File: config.mk
export PLATFORM = sky130hd
export DESIGN_NAME = cjb_param_hw_stack_v
export DESIGN_NICKNAME = d
export VERILOG_FILES = /design/src/rtl/cjb_param_hw_stack_v.sv
export SDC_FILE = /design/constraint.sdc
export NUM_CORES = 1
export LEC_CHECK = 0
export BUFFER_PORTS_ARGS = -buffer_cell sky130_fd_sc_hd__buf_2
export CORE_AREA = 5 5 84 101
export DETAILED_ROUTE_END_ITERATION = 12
export DIE_AREA = 0 0 89 106
export GPL_TIMING_DRIVEN = 1
export PLACE_DENSITY_LB_ADDON = 0.3
export SLEW_MARGIN = 5
export SYNTH_ARGS = -nofsm -noshare
export SYNTH_HDL_FRONTEND = slang
export SYNTH_SLANG_ARGS = --single-unit
File: constraint.sdc
create_clock -name Clock -period 3.1 [get_ports Clock]
set_input_delay 0.155 -clock Clock [delete_from_list [all_inputs] [get_ports Clock]]
set_output_delay 0.155 -clock Clock [all_outputs]
set_load 0.01 [all_outputs]
File: src/rtl/cjb_param_hw_stack_v.sv
// ---------------------------------------------------------------------------
// cjb_param_hw_stack_v
//
// Parameterised hardware LIFO stack held in a DEPTH x N register array.
// Entries live in a circular window that starts at the base pointer bp (the
// oldest entry) and spans count locations. The top of stack (TOS) therefore
// sits at (bp + count - 1) mod DEPTH.
//
// With WRAP = 0 the stack saturates: a push into a full stack is dropped.
// With WRAP = 1 the stack is circular: a push into a full stack overwrites
// the oldest entry and advances bp.
//
// Ports
//   Clock    in   single clock, all state updates on the rising edge
//   Reset    in   synchronous active-high reset, overrides every other input
//   push     in   push Din this cycle
//   pop      in   pop the TOS this cycle
//   clr_err  in   clear the sticky ovf/unf flags (a same-cycle set wins)
//   Din      in   N-bit data to push
//   Dout     out  N-bit TOS, combinational from stored state, 0 when empty
//   count    out  AW+1-bit number of valid entries, 0..DEPTH
//   empty    out  count == 0
//   full     out  count == DEPTH
//   ovf      out  sticky overflow flag (push while full)
//   unf      out  sticky underflow flag (pop-only while empty)
//
// Handshake: there is no ready/valid back-pressure. push and pop are
// single-cycle commands sampled at the rising edge. Dout always shows the
// current TOS, so a consumer samples Dout in the same cycle it raises pop;
// the entry is discarded at that edge. push+pop together replaces the TOS
// (or acts as a plain push when the stack is empty).
// ---------------------------------------------------------------------------
module cjb_param_hw_stack_v #(
    parameter int N     = 8,
    parameter int DEPTH = 8,
    parameter int WRAP  = 0,
    localparam int AW   = $clog2(DEPTH)
) (
    input  logic          Clock,
    input  logic          Reset,
    input  logic          push,
    input  logic          pop,
    input  logic          clr_err,
    input  logic [N-1:0]  Din,
    output logic [N-1:0]  Dout,
    output logic [AW:0]   count,
    output logic          empty,
    output logic          full,
    output logic          ovf,
    output logic          unf
);

    logic [N-1:0]  mem_q [DEPTH];
    logic [N-1:0]  mem_d [DEPTH];
    logic [AW-1:0] bp_q, bp_d;
    logic [AW:0]   count_q, count_d;
    logic          ovf_q, ovf_d;
    logic          unf_q, unf_d;

    logic          is_empty;
    logic          is_full;
    logic          ovf_set;
    logic          unf_set;
    logic [AW-1:0] tos_idx;
    logic [AW-1:0] push_idx;

    assign is_empty = (count_q == '0);
    assign is_full  = (count_q == (AW+1)'(DEPTH));

    // Only the low AW bits of count matter modulo DEPTH. When the stack is
    // full they are zero, so push_idx lands on bp, which is exactly the
    // oldest slot a circular push must overwrite.
    assign tos_idx  = bp_q + count_q[AW-1:0] - AW'(1);
    assign push_idx = bp_q + count_q[AW-1:0];

    always_comb begin
        mem_d   = mem_q;
        bp_d    = bp_q;
        count_d = count_q;
        ovf_set = 1'b0;
        unf_set = 1'b0;

        if (push && pop && !is_empty) begin
            // Replace TOS in place; depth and flags are untouched.
            mem_d[tos_idx] = Din;
        end else if (push) begin
            // Also covers push+pop on an empty stack.
            if (!is_full) begin
                mem_d[push_idx] = Din;
                count_d         = count_q + (AW+1)'(1);
            end else begin
                ovf_set = 1'b1;
                if (WRAP != 0) begin
                    mem_d[push_idx] = Din;
                    bp_d            = bp_q + AW'(1);
                end
            end
        end else if (pop) begin
            if (!is_empty) begin
                count_d = count_q - (AW+1)'(1);
            end else begin
                unf_set = 1'b1;
            end
        end

        // Set-priority sticky flags.
        ovf_d = ovf_set | (ovf_q & ~clr_err);
        unf_d = unf_set | (unf_q & ~clr_err);
    end

    always_ff @(posedge Clock) begin
        if (Reset) begin
            bp_q    <= '0;
            count_q <= '0;
            ovf_q   <= 1'b0;
            unf_q   <= 1'b0;
        end else begin
            bp_q    <= bp_d;
            count_q <= count_d;
            ovf_q   <= ovf_d;
            unf_q   <= unf_d;
        end
    end

    // Storage is deliberately not reset; stale words are hidden behind count.
    always_ff @(posedge Clock) begin
        mem_q <= mem_d;
    end

    assign Dout  = is_empty ? '0 : mem_q[tos_idx];
    assign count = count_q;
    assign empty = is_empty;
    assign full  = is_full;
    assign ovf   = ovf_q;
    assign unf   = unf_q;

endmodule

==> flow_summary.yaml <==
clock_network:
  cts_setup_buffers: 0
  clkSinkCount: 70
  cts_root_buf: "clkbuf_8"
  numCtsBuffers: 9
  cts_buffer_depth: 2
  cts_resized: 0
  cts_hold_buf: 0
  clkLatencyLatePin_ns: 0.34
  cts_tree: "yes"
  h-tree-depth: 3
  clk_pin_slew_worst_paths_ns: 0.08
route:
  vias: 2228
  drtPass1Iterations: 4
  route.detailed.drc: 0
  ant_nets: 0
  via_per_inst: 5.53
  first_iter_violations: 173
  wl_per_cell_um: 18.8
  wl_um: 7580
cells_and_area:
  drive_gt1_share_pct: 28.6
  area_growth_pct: 14.5
  utilization_pct: 54.4
  antenna_cells: 0
  fin_nets: 323
  fill_cells: 628
sta:
  setup_viol_count_final: 0
  timing.hold.ws_ns: 0.118
  finalSetupTns_ns: 0
  finalCritPeriodShare_pct: 87.7
  fmax_mhz: 368
  finClkSkew_ns: 0.00819
  tightest_slew_ns: 0.795
  drv_slew: 0
  rsz0062_at_grt: "no"
  finalHoldViolCount: 0
  slew_headroom_pct: 46.9
  fin_crit_ns: 2.72
die:
  row_count: 35
  dieArea_sq_um: 9430
  num_io_pins: 29
  die_x_um: 89
  die_y_um: 106
  core_sq_um: 7490
  start_util_pct: 47.5
power_and_ir_drop:
  p_switching_mw: 1.53
  internal_power_mw: 2.56
  pwr-share-seq_pct: 33.5
  p_per_area_nw_per_um2: 1010
  netSwitchingFraction_pct: 37.4
  clock_power_share_pct: 19.8
  vdd_drop_max_v: 0.000586
  combPwrFrac_pct: 46.7
  leakage_nw: 1.47
  power_mw: 4.10
synth:
  synthTopCellsByArea: "edfxtp_1, mux4_2, and2_1"
  synth_cells: 265
  seq_area_frac_synth_pct: 57.4
  synth_nets: 282
  synth_top_area_share_pct: 54.0
  synth_ff_type: "edfxtp_1"
  synth_edf_count: 64
  mappedNetlistArea_sq_um: 3560
  synth.most_common_cell: "edfxtp_1"
  syn_avg_cell_area_sq_um: 13.4
  yosys.area.top_type: "edfxtp_1"
  ys_ff_latch: 70
  yosysWarnings: 0
  synth.top_cells.by_count: "edfxtp_1, and2_1, nor2b_1"
  async_reset_ff_share_pct: 0
  yosysUniqueCellTypes: 44
setup_path:
  start_kind: "flop"
  worstPathMaxFanout: 9
  crit_family: "simple AND/OR/NAND/NOR gates"
  path_cells: "inv_1 > ha_1 > nor3b_2 > nor3_1 > o21ba_2 > nor2b_1"
  crit_slowest_cell: "nor2b_1"
  max_stage_delay_ns: 0.59
  endpoint_kind: "flop"
  path_class: "flop to flop"
  critPathRequiredTime_ns: 3.07
  crit_buf_inv: 1
  worstPathArrival_ns: 2.69
grt:
  grt_pass1_wl_um: 12200
  grt-ovfl-total: 0
  grt_pass1_vias: 2320
  grt_antenna_before_repair: 0
  grt_max_degree: 27
  track_usage_pct: 17.9
min_path:
  hold_class: "input pin to flop"
placement:
  place_congestion: 0.841
  place_hpwl_um: 5480
  place.port_buffers: 28
outcome:
  status: "completed"
run:
  drv_cap: 0
==> cell families (layout without fill, tap and decap cells) <==
group                    after synthesis  in the layout  share of synthesized area, %
AO/OA/AOI/OAI                         28             28                          5.41
XOR/XNOR                               4              4                          1.41
adder cells (fa/ha/maj)                4              4                          1.62
flip-flops                            70             70                          57.4
buffers and inverters                 16             62                          2.22
multiplexers                          21             21                          12.3
AND/OR/NAND/NOR                      122            122                          19.7
==> power by group through the flow <==
stage	clock, mW	sequential [mW]	combinational, mW
after floorplan	0	1.36	1.34
after global placement	0	1.39	1.91
after detailed placement	0	1.39	1.94
after CTS	0.836	1.37	1.94
after global routing	0.865	1.39	2.12
final	0.812	1.37	1.91
==> state kept, by name, summed over array words and instances, names as in the netlist <==
register and flops:
unf 1, count 4, mem_q 64, ovf 1
==> through the flow <==
| step | cells | worst slack, ns | instance area, sq um |
|---|---|---|---|
| floorplan | 265 | 0.542 | 3560 |
| global placement | 387 | 0.517 | 3850 |
| detailed placement | 387 | 0.389 | 3850 |
| CTS | 403 | 0.374 | 4070 |
| global route | 403 | 0.212 | 4070 |
| finish | 403 | 0.381 | 4070 |
==> per-layer routing <==
metal	global-route usage, %	routed length (um)	vias to the layer above
li1	-	-	1054
met1	22.8	3170	1091
met2	28.6	3810	66
met3	4.88	384	17
met4	7.66	210	0
met5	0	0	-
==> cell usage in the layout, fill, tap and decap left out, types with 2 or more instances in the layout <==
cell type and count:
nand2b_1 2, bufinv_16 2, edfxtp_1 64, nor2_1 9, clkinvlp_4 2, buf_2 28
inv_1 5, mux2i_4 2, mux2i_1 2, ha_1 3, clkbuf_8 9, a21o_1 2
nand3_1 4, dfxtp_1 5, nor3_1 5, nand2_1 19, a21oi_1 13, buf_4 13
a21oi_2 2, nor3_2 2, and2_1 40, mux4_2 16, o21ai_0 3, nor2b_1 31
nand4_1 3, o21ba_2 2
==> final timing paths <==
check / slack [ns] / depth (start not counted) / start / endpoint
hold reg to reg: 0.50 / 2 / unf / unf
setup / recovery: 0.38 / 6 / count[0] / mem_q[51]
hold / removal: 0.12 / 2 / Reset / ovf
setup reg to reg: 0.38 / 6 / count[0] / mem_q[51]
==> worst reg2reg max path: stages, from the launching register on <==
cell and delay, ns:
dfxtp_2 0.32, inv_1 0.19, ha_1 0.38, nor3b_2 0.38
nor3_1 0.14, o21ba_2 0.35, nor2b_1 0.59
==> layout make-up <==
type | count | area, sq um | share of cell area (%)
well taps | 92 | 115 | 2.83
multi-input cells | 179 | 1440 | 35.3
inverters | 5 | 18.8 | 0.461
clock inverters | 7 | 97.6 | 2.40
flip-flops and latches | 70 | 2040 | 50.2
repair buffers | 41 | 238 | 5.84
clock buffers | 9 | 124 | 3.04
(Power assumes the default switching activity.)
